**src/rtl/dac_pkg.sv**
```systemverilog
// Shared types, control-bit constants and word builder for the dual-channel
// 12-bit SPI DAC serialiser (MCP4922-style command word).
package dac_pkg;

    typedef enum logic [2:0] {
        IDLE,
        SHIFT_A,
        GAP_A,
        SHIFT_B,
        GAP_B,
        LATCH
    } dac_state_e;

    localparam logic CTRL_BUF    = 1'b0;
    localparam logic CTRL_GA_N   = 1'b1;
    localparam logic CTRL_SHDN_N = 1'b1;

    localparam logic CH_A = 1'b0;
    localparam logic CH_B = 1'b1;

    localparam int unsigned DAC_WORD_W  = 16;
    localparam int unsigned DAC_DATA_W  = 12;
    localparam int unsigned LDAC_CYCLES = 2;

    function automatic logic [DAC_WORD_W-1:0] build_word(
        input logic                  ch,
        input logic [DAC_DATA_W-1:0] data
    );
        return {ch, CTRL_BUF, CTRL_GA_N, CTRL_SHDN_N, data};
    endfunction

endpackage

```
**src/rtl/spi_word_shifter.sv**
```systemverilog
// 16-bit MSB-first load/shift register with SCLK divider (SPI mode 0).
// start arms exactly 32 half-periods; done pulses in the final cycle.
module spi_word_shifter
    import dac_pkg::*;
#(
    parameter int unsigned SCLK_DIV = 2
) (
    input  logic                  clk,
    input  logic                  rst,
    input  logic                  load,
    input  logic [DAC_WORD_W-1:0] word,
    input  logic                  start,
    output logic                  done,
    output logic                  sclk,
    output logic                  mosi
);

    localparam int unsigned DIV_W  = (SCLK_DIV > 1) ? $clog2(SCLK_DIV) : 1;
    localparam int unsigned HALF_W = $clog2(2 * DAC_WORD_W);
    localparam logic [DIV_W-1:0]  DIV_LAST  = DIV_W'(SCLK_DIV - 1);
    localparam logic [HALF_W-1:0] HALF_LAST = HALF_W'(2 * DAC_WORD_W - 1);

    logic [DAC_WORD_W-1:0] shreg_q, shreg_d;
    logic [DIV_W-1:0]      div_q, div_d;
    logic [HALF_W-1:0]     half_q, half_d;
    logic                  sclk_q, sclk_d;
    logic                  active_q, active_d;
    logic                  tick;

    assign tick = active_q && (div_q == DIV_LAST);

    always_comb begin
        shreg_d  = shreg_q;
        div_d    = div_q;
        half_d   = half_q;
        sclk_d   = sclk_q;
        active_d = active_q;
        if (load) begin
            shreg_d = word;
        end
        if (start) begin
            active_d = 1'b1;
            div_d    = '0;
            half_d   = '0;
            sclk_d   = 1'b0;
        end else if (active_q) begin
            if (tick) begin
                div_d  = '0;
                sclk_d = ~sclk_q;
                half_d = half_q + 1'b1;
                // Advance data on the falling edge so it is set up for a full low half.
                if (sclk_q) begin
                    shreg_d = {shreg_q[DAC_WORD_W-2:0], 1'b0};
                end
                if (half_q == HALF_LAST) begin
                    active_d = 1'b0;
                end
            end else begin
                div_d = div_q + 1'b1;
            end
        end
    end

    always_ff @(posedge clk) begin
        if (rst) begin
            shreg_q  <= '0;
            div_q    <= '0;
            half_q   <= '0;
            sclk_q   <= 1'b0;
            active_q <= 1'b0;
        end else begin
            shreg_q  <= shreg_d;
            div_q    <= div_d;
            half_q   <= half_d;
            sclk_q   <= sclk_d;
            active_q <= active_d;
        end
    end

    assign done = tick && (half_q == HALF_LAST);
    assign sclk = sclk_q;
    assign mosi = active_q & shreg_q[DAC_WORD_W-1];

endmodule

```
**src/rtl/dac_spi_out.sv**
```systemverilog
// X/Y sample serialiser: X to DAC channel A, Y to channel B, then one shared
// LDAC pulse. Define DAC_SPI_SKIP_DUP_EN to drop repeats of the last sent pair.
module dac_spi_out
    import dac_pkg::*;
#(
    parameter int unsigned OUT_WIDTH = 8,
    parameter int unsigned DAC_BITS  = 12,
    parameter int unsigned SCLK_DIV  = 2,
    parameter int unsigned CS_GAP    = 2
) (
    input  logic                 clk,
    input  logic                 rst,
    input  logic [OUT_WIDTH-1:0] xch,
    input  logic [OUT_WIDTH-1:0] ych,
    input  logic                 sample_valid,
    output logic                 sample_ready,
    output logic                 sclk,
    output logic                 mosi,
    output logic                 cs_n,
    output logic                 ldac_n,
    output logic                 busy
);

    localparam int unsigned PAD     = DAC_BITS - OUT_WIDTH;
    localparam int unsigned CNT_MAX = (CS_GAP > LDAC_CYCLES) ? CS_GAP : LDAC_CYCLES;
    localparam int unsigned CNT_W   = $clog2(CNT_MAX + 1);
    localparam logic [CNT_W-1:0] GAP_LAST  = CNT_W'(CS_GAP - 1);
    localparam logic [CNT_W-1:0] LDAC_LAST = CNT_W'(LDAC_CYCLES - 1);

    dac_state_e            state_q, state_d;
    logic [CNT_W-1:0]      cnt_q, cnt_d;
    logic [OUT_WIDTH-1:0]  y_q, y_d;
    logic                  sh_load;
    logic [DAC_WORD_W-1:0] sh_word;
    logic                  sh_done;
    logic                  accept;
    logic                  dup_hit;

    function automatic logic [DAC_DATA_W-1:0] pad_sample(input logic [OUT_WIDTH-1:0] s);
        logic [DAC_BITS-1:0] wide;
        wide = DAC_BITS'(s) << PAD;
        return DAC_DATA_W'(wide);
    endfunction

    assign accept = (state_q == IDLE) && sample_valid && !dup_hit;

`ifdef DAC_SPI_SKIP_DUP_EN
    logic [OUT_WIDTH-1:0] x_last_q, x_last_d;
    logic                 last_vld_q, last_vld_d;

    // y_q already holds the last transmitted Y, so only X needs its own copy.
    assign dup_hit = last_vld_q && (xch == x_last_q) && (ych == y_q);

    always_comb begin
        x_last_d   = x_last_q;
        last_vld_d = last_vld_q;
        if (accept) begin
            x_last_d   = xch;
            last_vld_d = 1'b1;
        end
    end

    always_ff @(posedge clk) begin
        if (rst) begin
            x_last_q   <= '0;
            last_vld_q <= 1'b0;
        end else begin
            x_last_q   <= x_last_d;
            last_vld_q <= last_vld_d;
        end
    end
`else
    assign dup_hit = 1'b0;
`endif

    always_comb begin
        state_d = state_q;
        cnt_d   = cnt_q;
        y_d     = y_q;
        sh_load = 1'b0;
        sh_word = build_word(CH_A, pad_sample(xch));
        case (state_q)
            IDLE: begin
                // X goes straight into the shifter so bit 15 is on mosi the next cycle.
                if (accept) begin
                    state_d = SHIFT_A;
                    y_d     = ych;
                    sh_load = 1'b1;
                end
            end
            SHIFT_A: begin
                if (sh_done) begin
                    state_d = GAP_A;
                    cnt_d   = '0;
                end
            end
            GAP_A: begin
                if (cnt_q == GAP_LAST) begin
                    state_d = SHIFT_B;
                    cnt_d   = '0;
                    sh_load = 1'b1;
                    sh_word = build_word(CH_B, pad_sample(y_q));
                end else begin
                    cnt_d = cnt_q + 1'b1;
                end
            end
            SHIFT_B: begin
                if (sh_done) begin
                    state_d = GAP_B;
                    cnt_d   = '0;
                end
            end
            GAP_B: begin
                if (cnt_q == GAP_LAST) begin
                    state_d = LATCH;
                    cnt_d   = '0;
                end else begin
                    cnt_d = cnt_q + 1'b1;
                end
            end
            LATCH: begin
                if (cnt_q == LDAC_LAST) begin
                    state_d = IDLE;
                    cnt_d   = '0;
                end else begin
                    cnt_d = cnt_q + 1'b1;
                end
            end
            default: begin
                state_d = IDLE;
                cnt_d   = '0;
            end
        endcase
    end

    always_ff @(posedge clk) begin
        if (rst) begin
            state_q <= IDLE;
            cnt_q   <= '0;
            y_q     <= '0;
        end else begin
            state_q <= state_d;
            cnt_q   <= cnt_d;
            y_q     <= y_d;
        end
    end

    spi_word_shifter #(
        .SCLK_DIV(SCLK_DIV)
    ) u_shifter (
        .clk  (clk),
        .rst  (rst),
        .load (sh_load),
        .word (sh_word),
        .start(sh_load),
        .done (sh_done),
        .sclk (sclk),
        .mosi (mosi)
    );

    assign sample_ready = (state_q == IDLE);
    assign busy         = ~sample_ready;
    assign cs_n         = !((state_q == SHIFT_A) || (state_q == SHIFT_B));
    assign ldac_n       = (state_q != LATCH);

endmodule
```
**config.mk**
```make
export PLATFORM = sky130hd
export DESIGN_NAME = dac_spi_out
export DESIGN_NICKNAME = d
export VERILOG_FILES = /design/src/rtl/dac_pkg.sv /design/src/rtl/spi_word_shifter.sv /design/src/rtl/dac_spi_out.sv
export SDC_FILE = /design/constraint.sdc
export NUM_CORES = 1
export LEC_CHECK = 0
export CORE_ASPECT_RATIO = 1.4
export CORE_MARGIN = 2
export CORE_UTILIZATION = 58
export DETAILED_ROUTE_END_ITERATION = 6
export PLACE_DENSITY = 0.85
export SLEW_MARGIN = 20
export SYNTH_ARGS = -nofsm -noshare
export SYNTH_HDL_FRONTEND = slang
export SYNTH_HIERARCHICAL = 1
export SYNTH_SLANG_ARGS = --single-unit
```
**constraint.sdc**
```tcl
create_clock -name clk -period 3.9 [get_ports clk]
set_input_delay 0.78 -clock clk [delete_from_list [all_inputs] [get_ports clk]]
set_output_delay 0.78 -clock clk [all_outputs]
set_load 0.01 [all_outputs]
```
# After elaboration in Yosys (flattened, before gate mapping)
# Index checks and enable logic that the tools add are counted.
dict set report totals {
  regBits 37
  latchBits 0
  ram_bits 0
  rom_bits 0
  in_bits 19
  output_inout_bits 6
  elab_cells 67
  n_memories 0
}
dict set report classes {
  add_sub_neg 3
  mul 0
  div 0
  n_lt_le_gt_ge 0
  eq_ne 15
  shift 0
  muxes 25
  bitwise 3
  n_reduce_logical 13
}
# operator count
set ops {}
lappend ops {{16-bit two-way mux} 7}
lappend ops {{3-bit two-way mux} 6}
lappend ops {{3-bit one-hot mux with 6 select lines} 1}
lappend ops {{2-bit != test (second input constant)} 5}
lappend ops {{1-bit two-way mux} 7}
lappend ops {{3-bit by 2-bit == test with 1-bit output (second input constant)} 2}
lappend ops {{3-bit == test (second input constant)} 2}
lappend ops {{2-bit one-hot mux with 3 select lines} 1}
lappend ops {{2-bit AND reduction} 3}
lappend ops {{6-bit AND reduction} 1}
lappend ops {{5-bit by 1-bit adder with 5-bit output (second input constant)} 1}
lappend ops {{5-bit == test (second input constant)} 1}
lappend ops {{2-bit two-way mux} 2}
lappend ops {{2-bit by 1-bit != test with 1-bit output (second input constant)} 2}
lappend ops {{2-bit OR reduction} 2}
lappend ops {{3-bit by 1-bit == test with 1-bit output (second input constant)} 1}
lappend ops {{1-bit logical AND} 3}
lappend ops {{3-bit logical NOT} 1}
lappend ops {{3-bit != test (second input constant)} 1}
lappend ops {{3-bit OR reduction} 1}
lappend ops {{2-bit by 1-bit adder with 2-bit output (second input constant)} 1}
lappend ops {{2-bit by 1-bit == test with 1-bit output (second input constant)} 1}
lappend ops {{1-bit NOT} 2}
lappend ops {{1-bit one-hot mux with 2 select lines} 1}
lappend ops {{4 further kinds} 4}

# Longest topological paths before layout
# Gate-level depths: netlist of the first run.
dict set report logic_depth {
  ltp_word 9
  depth_mapped 7
  depth_no_buf 7
}

# By module
# Netlist of the first run, hierarchy kept.
# module instances cells_each area_per_inst_um2 seq_area_each_um2
set modules_own_cells {}
lappend modules_own_cells {spi_word_shifter 1 112 1107.3 480.5}
lappend modules_own_cells {dac_spi_out 1 84 724.4 260.2}

# Worst setup path after synthesis of the first run
# Ideal clock, no wire load.
dict set report synth_timing {
  path_type {input to register}
  from {in sample_valid}
  to {reg u_shifter.shreg_q[0]}
  setup_time_ps 128
  t_arrival_ps 1867
  t_required_ps 3772
  path_slack_ps 1905
  stages 6
  n_path_buf 1
  path_cell_list {nand2b_4 -> a211oi_1 -> buf_4 -> mux2_2 -> nand2_1 -> nor2_1}
}
dict set report synth_between {
  elab_chain_len 8
}
# item line_no
set synth_rtl {}
lappend synth_rtl {{start: declaration} dac_spi_out.sv:15} ;# input logic sample_valid,
lappend synth_rtl {{1-bit logical AND *} dac_spi_out.sv:45} ;# assign accept = (state_q == IDLE) && sample_valid && !dup_hit;
lappend synth_rtl {{1-bit two-way mux *} dac_spi_out.sv:85} ;# if (accept) begin
lappend synth_rtl {{1-bit one-hot mux with 2 select lines *} dac_spi_out.sv:82} ;# case (state_q)
lappend synth_rtl {{net sh_load} dac_spi_out.sv:33} ;# logic sh_load;
lappend synth_rtl {{16-bit two-way mux} spi_word_shifter.sv:38} ;# if (load) begin
lappend synth_rtl {{16-bit two-way mux} spi_word_shifter.sv:52} ;# if (sclk_q) begin
lappend synth_rtl {{16-bit two-way mux} spi_word_shifter.sv:47} ;# if (tick) begin
lappend synth_rtl {{16-bit two-way mux} spi_word_shifter.sv:46} ;# end else if (active_q) begin
lappend synth_rtl {{16-bit two-way mux *} spi_word_shifter.sv:41} ;# if (start) begin
lappend synth_rtl {{end signal: assignment} spi_word_shifter.sv:72} ;# shreg_q <= shreg_d;
lappend synth_rtl {{end: declaration} spi_word_shifter.sv:23} ;# logic [DAC_WORD_W-1:0] shreg_q, shreg_d;
# Mark *: on every way through the listed nets, which the timed path passes. The rest lies on a longest branch.
# A chain may end at the register's enable or synchronous reset.

# Worst setup path in the final report of the first run
dict set report layout_timing {
  from {reg state_q[2]}
  to {out sample_ready}
}
dict set report layout_between {
  elab_chain_len 1
}
# item line_no
set layout_rtl {}
lappend layout_rtl {{start: declaration} dac_spi_out.sv:30} ;# dac_state_e state_q, state_d;
lappend layout_rtl {{start signal: assignment} dac_spi_out.sv:142} ;# state_q <= state_d;
lappend layout_rtl {{3-bit logical NOT} dac_spi_out.sv:161} ;# assign sample_ready = (state_q == IDLE);
lappend layout_rtl {{end: declaration} dac_spi_out.sv:16} ;# output logic sample_ready,
# No other way between the ends.

==> flow_summary.toml, run 1 <==
[floorplanning]
initial_core_util_pct = 59.8
num_rows = 24
io_pins = 25
fp.dieH_um = 70.5
fp.dieW_um = 51.5
core_um2 = 3060
die_area_um2 = 3630

[global_route]
grt-ovfl-total = 0
grt_max_degree = 32
grt_pass1_vias = 1335
antenna_found_initial = 0
grt_pass1_wl_um = 5610
grtUsageTotal_pct = 20.4

[finish]
area_growth_syn_to_layout_pct = 16.7
drive_above_1_share_pct = 11.9
num-nets-final = 240
antennaDiodeCount = 0
final_cells = 258
finalInstanceArea_um2 = 2140

[clock_tree]
cts_setup_buffers = 0
clkTransAtPathRegs_ps = 60
cts.path.max_buffers = 2
clkSinkCount = 37
clock_latency_ps = 290
cts_resized = 0
numCtsBuffers = 5
ctsHoldBuffers = 0
cts-root-buf = "clkbuf_8"
cts_tree = "built"
htreeDepth = 2

[timing]
skew_ps = 6.47
timing.fmax_mhz = 404
setup_viol = 0
tightest_slew_ps = 879
relSlewSlack_pct = 40.9
post-route-period-util_pct = 63.5
rsz0062_at_grt = "no"
hold_viol = 0
fin_crit_ps = 2480
maxSlewViolCount = 0
setup_tns_ps = 0

[route]
via_per_inst = 5.41
vias = 1396
drt-total-wl_um = 3120
dr.first_iter.drc_count = 25
wl_per_cell_um = 12.1
firstDrtPassIters = 4
final_antenna_net_count = 0
drc = 0

[place]
dp_hpwl_um = 2150
io_buffer_count = 24
placed_cell_area_um2 = 2050
routabilityCongestion = 0.750
dp.cells = 251

[worst_hold_path]
hp-class = "flip-flop to flip-flop"
worst_hold_path.num_cells = 2

[logic_synthesis]
ys_types = 38
syn_avg_cell_area_um2 = 9.35
syn_inst = 196
synth-seq-area-share_pct = 40.4
yosys_warnings = 6
netlist_area_um2 = 1830
ys_ff_latch = 37

[worst_setup_path]
crit_path_cell_trace = "nor3_1, clkdlybuf4s50_1"
worstPathMaxFanout = 11
rr_worst_depth = 5
cp.required_ps = 3120
path_class = "flip-flop to output pin"
cp_data_arrival_time_ps = 1700
endpoint_kind = "output pin"
cpPeakStageDelay_ps = 610
cp-start-kind = "flip-flop"
crit_slowest_cell = "clkdlybuf4s50_1"

[status]
status = "completed"

[power_and_ir_drop]
leakagePower_nw = 0.964
ir_drop_mv = 0.302
powerDensity_nw_per_um2 = 365

[flow_run]
drv_cap = 0
## critical path, delay by kind of cell, from the launching register on
family | cells | cell delay [ps]
DFF | 1 | 430
buffers and inverters | 1 | 610
and+or+nand+nor | 1 | 370
## sequential cells by signal, indices dropped and copies added, names as in the netlist
register,flops
u_shifter/sclk,1
y_q,8
state_q,3
cnt_q,2
u_shifter/div_q,1
u_shifter/active_q,1
u_shifter/shreg_q,16
u_shifter/half_q,5
## cell families after synthesis
group,after synthesis,share of synthesized area [%]
AO/OA/AOI/OAI,33,11.8
XOR/XNOR,6,2.87
adder cells (fa/ha/maj),2,1.37
buffers and inverters,19,7.10
flip-flops,37,40.4
multiplexers,24,15.4
other,2,0.410
AND/OR/NAND/NOR,73,20.6
## path summary, 6_finish.rpt
check / start / endpoint / slack (ps)
hold / removal: y_q[0]$_SDFFE_PP0P_ / y_q[0]$_SDFFE_PP0P_ / 460
hold reg to reg: y_q[0]$_SDFFE_PP0P_ / y_q[0]$_SDFFE_PP0P_ / 460
setup reg to reg: state_q[0]$_SDFFE_PP0P_ / u_shifter/shreg_q[4]$_SDFF_PP0_ / 1960
setup / recovery: state_q[2]$_SDFFE_PP0P_ / sample_ready / 1420
## cells in the final DEF (no fill, tap or decap), types with 3 or more instances in the layout
cell type	instances
a211oi_1	15
a21oi_1	11
clkbuf_8	6
clkdlybuf4s50_1	24
conb_1	7
dfxtp_1	37
inv_1	4
mux2_4	8
mux2i_1	15
nand2_1	23
nand3_1	5
nor2_1	25
nor3_1	3
or3_1	3
xor2_1	4
## metrics by stage
step,util [%],power (mW),hold WS [ps],worst slack (ps)
6_report,69.8,0.780,461,1420
5_1_grt,69.8,0.817,483,1350
4_1_cts,69.8,0.788,460,1430
3_5_place_dp,67.0,0.522,451,1450
3_3_place_gp,67.0,0.520,441,1450
2_1_floorplan,-,0.493,436,1910
## layout make-up
| type | instances | area [µm²] |
|---|---|---|
| Multi-Input combinational cell | 145 | 992 |
| Fill cell | 251 | 925 |
| Sequential cell | 37 | 741 |
| Timing Repair Buffer | 26 | 255 |
| Clock buffer | 7 | 86.3 |
| Tap cell | 39 | 48.8 |
| Inverter | 4 | 15.0 |
## synthesized netlist by cell type
| cell type | n | area, µm² |
|---|---|---|
| nand2_4 | 1 | 11.3 |
| a211oi_1 | 16 | 120 |
| a21oi_2 | 1 | 8.76 |
| nor2_1 | 25 | 93.8 |
| nand3b_1 | 1 | 7.51 |
| nor3_1 | 3 | 15.0 |
| nand4b_4 | 1 | 23.8 |
| buf_4 | 2 | 15.0 |
| and4b_1 | 1 | 10.0 |
| xor2_1 | 4 | 35.0 |
| and2_1 | 1 | 6.26 |
| or2_2 | 1 | 6.26 |
| inv_1 | 4 | 15.0 |
| nand3b_4 | 1 | 20.0 |
| and2_2 | 1 | 7.51 |
| conb_1 | 2 | 7.51 |
| ha_1 | 2 | 25.0 |
| xnor2_1 | 2 | 17.5 |
| o21ai_0 | 2 | 10.0 |
| mux2_2 | 1 | 11.3 |
| and3_1 | 2 | 12.5 |
| nand2b_4 | 1 | 13.8 |
| a31oi_1 | 1 | 6.26 |
| and3_2 | 1 | 7.51 |
| mux2i_1 | 15 | 150 |
| buf_6 | 5 | 56.3 |
| nand2_1 | 23 | 86.3 |
| buf_2 | 2 | 10.0 |
| buf_8 | 1 | 15.0 |
| a21oi_1 | 11 | 55.1 |
| clkbuf_1 | 5 | 18.8 |
| or3_1 | 3 | 18.8 |
| nand3_1 | 5 | 25.0 |
| dfxtp_1 | 37 | 741 |
| o21a_1 | 1 | 7.51 |
| a311oi_1 | 1 | 8.76 |
| mux2_4 | 8 | 120 |
| nor2b_1 | 2 | 12.5 |
## power by group
group | internal, mW | switching [mW] | leakage, nW
Combinational | 0.0567 | 0.0415 | 0.617
Sequential | 0.398 | 0.0181 | 0.303
Clock | 0.140 | 0.126 | 0.0443
Total | 0.594 | 0.185 | 0.964
## per-layer routing
layer	GRT usage (%)	part of all wire [%]	routed length [µm]	up-vias
met4	10.5	2.1	67	0
met3	5.77	3.6	112	7
met1	24.8	46	1450	651
li1	-	-	-	710
met5	0	0	0	-
met2	32.2	48	1490	28
(Power assumes the default switching activity.)
==> run 2: changes to the inputs <==
--- a/config.mk
+++ b/config.mk
@@ -7,9 +7,9 @@
 export LEC_CHECK = 0
 export CORE_ASPECT_RATIO = 1.4
 export CORE_MARGIN = 2
-export CORE_UTILIZATION = 58
+export CORE_UTILIZATION = 54
 export DETAILED_ROUTE_END_ITERATION = 6
-export PLACE_DENSITY = 0.85
+export PLACE_DENSITY = 0.8
 export SLEW_MARGIN = 20
 export SYNTH_ARGS = -nofsm -noshare
 export SYNTH_HDL_FRONTEND = slang
==> constraint.sdc (replaced) <==
create_clock -name clk -period 2.5 [get_ports clk]
set_input_delay 0.5 -clock clk [delete_from_list [all_inputs] [get_ports clk]]
set_output_delay 0.5 -clock clk [all_outputs]
set_load 0.01 [all_outputs]
==> run 2 against run 1 <==
Effect of this change:
- power increased by 57%
- critical path depth grew 1
- global-route usage down 0.66 points
- non-clock buffer count grew 2
- combinational power grew 67%
- clock skew shrank 0.94 ps
- cell count is 1.2% higher
- largest power group unchanged
==> flow_summary.toml, run 2 (synthesized netlist as in run 1, its figures left out) <==
[route]
firstDrtPassIters = 4
final_antenna_net_count = 0
drc = 0
vias = 1382
wl_per_cell_um = 12.1
via_per_inst = 5.30
dr.first_iter.drc_count = 27
drt-total-wl_um = 3160

[clock_tree]
cts.path.max_buffers = 2
cts_resized = 0
htreeDepth = 2
cts_tree = "built"
ctsHoldBuffers = 0
cts-root-buf = "clkbuf_8"
numCtsBuffers = 5
clkTransAtPathRegs_ps = 70
cts_setup_buffers = 0
clock_latency_ps = 280
clkSinkCount = 37

[place]
io_buffer_count = 24
routabilityCongestion = 0.723
placed_cell_area_um2 = 2080
dp_hpwl_um = 2190
dp.cells = 254
post-place-ws_ps = 322

[timing]
whs_ps = 454
timing.final.ws_setup_ps = 341
rsz0062_at_grt = "no"
maxSlewViolCount = 0
post-route-period-util_pct = 86.4
tightest_slew_ps = 542
setup_viol = 0
timing.fmax_mhz = 463
hold_viol = 0
setup_tns_ps = 0
skew_ps = 5.53
fin_crit_ps = 2160
relSlewSlack_pct = 63.9

[flow_run]
drv_cap = 0

[finish]
area_growth_syn_to_layout_pct = 18.3
top_regs = "u_shifter/shreg_q (16), y_q (8), u_shifter/half_q (5)"
fill_cells = 291
multi_input_area_um2 = 992
post-route-util_pct = 65.4
final_cell_mix = "dfxtp_1 (37), nor2_1 (25), clkdlybuf4s50_1 (24)"
register_area_um2 = 741
regMostFlops = "u_shifter/shreg_q"
largest_register_ffs = 16
num-nets-final = 242
final_cells = 261
final_common_cell = "dfxtp_1"
drive_above_1_share_pct = 12.7
finalInstanceArea_um2 = 2170
antennaDiodeCount = 0

[floorplanning]
fp.dieH_um = 72.9
fp.dieW_um = 53.2
die_area_um2 = 3880
io_pins = 25
initial_core_util_pct = 55.2
core_um2 = 3320
num_rows = 25

[global_route]
grt_pass1_wl_um = 5640
grt_max_degree = 32
grt_pass1_vias = 1331
antenna_found_initial = 0
grtUsageTotal_pct = 19.8
grt-ovfl-total = 0

[worst_setup_path]
worstSetupStartpoint = "state_q[0]$_SDFFE_PP0P_"
r2r_start = "state_q[0]$_SDFFE_PP0P_"
cp_data_arrival_time_ps = 1660
cp-start-kind = "flip-flop"
path_class = "flip-flop to output pin"
endpoint_kind = "output pin"
regToRegSetupSlack_ps = 530
worstPathMaxFanout = 10
cp.required_ps = 2000

[power_and_ir_drop]
p_sw_uw = 288
clockPowerShare_pct = 33.8
power_frac_seq_pct = 52.8
p_comb_share_pct = 13.4
ir_drop_mv = 0.470
p_int_uw = 934
p_total_mw = 1.22
powerDensity_nw_per_um2 = 564
swShare_pct = 23.6
leakagePower_nw = 0.978

[worst_hold_path]
hp-class = "flip-flop to flip-flop"
min_from = "y_q[0]$_SDFFE_PP0P_"

[status]
status = "completed"
-- run 2: path summary, 6_finish.rpt --
check                               endpoint  cells past startpoint
min reg2reg              y_q[0]$_SDFFE_PP0P_                      2
max                                     cs_n                      3
min                      y_q[0]$_SDFFE_PP0P_                      2
max reg2reg  u_shifter/shreg_q[7]$_SDFF_PP0_                      5
-- run 2: worst max-delay path, cell delays in order, from the launching register on --
cell	delay (ps)
dfxtp_1	570
nor2b_1	250
inv_1	80
clkdlybuf4s50_1	480
-- run 2: metal layers --
layer	global-route usage, %	wire (µm)	vias up
met2	31.8	1500	34
met3	5.53	112	5
li1	-	-	711
met5	0	0	-
met1	23.8	1480	632
met4	9.40	74	0
-- run 2: final cells by class --
class / instances / share of cell area, %
inverter: 4 / 0.693
tap: 40 / 2.31
multi-input combinational: 145 / 45.8
timing repair buffer: 28 / 13.0
sequential: 37 / 34.2
clock buffer: 7 / 3.98
-- run 2: power groups by stage --
stage | clock network (mW) | registers (mW) | logic, mW
final | 0.413 | 0.645 | 0.164
after global routing | 0.453 | 0.649 | 0.182
after CTS | 0.425 | 0.645 | 0.166
after detailed placement | 0 | 0.658 | 0.166
after global placement | 0 | 0.657 | 0.162
after floorplan | 0 | 0.647 | 0.123
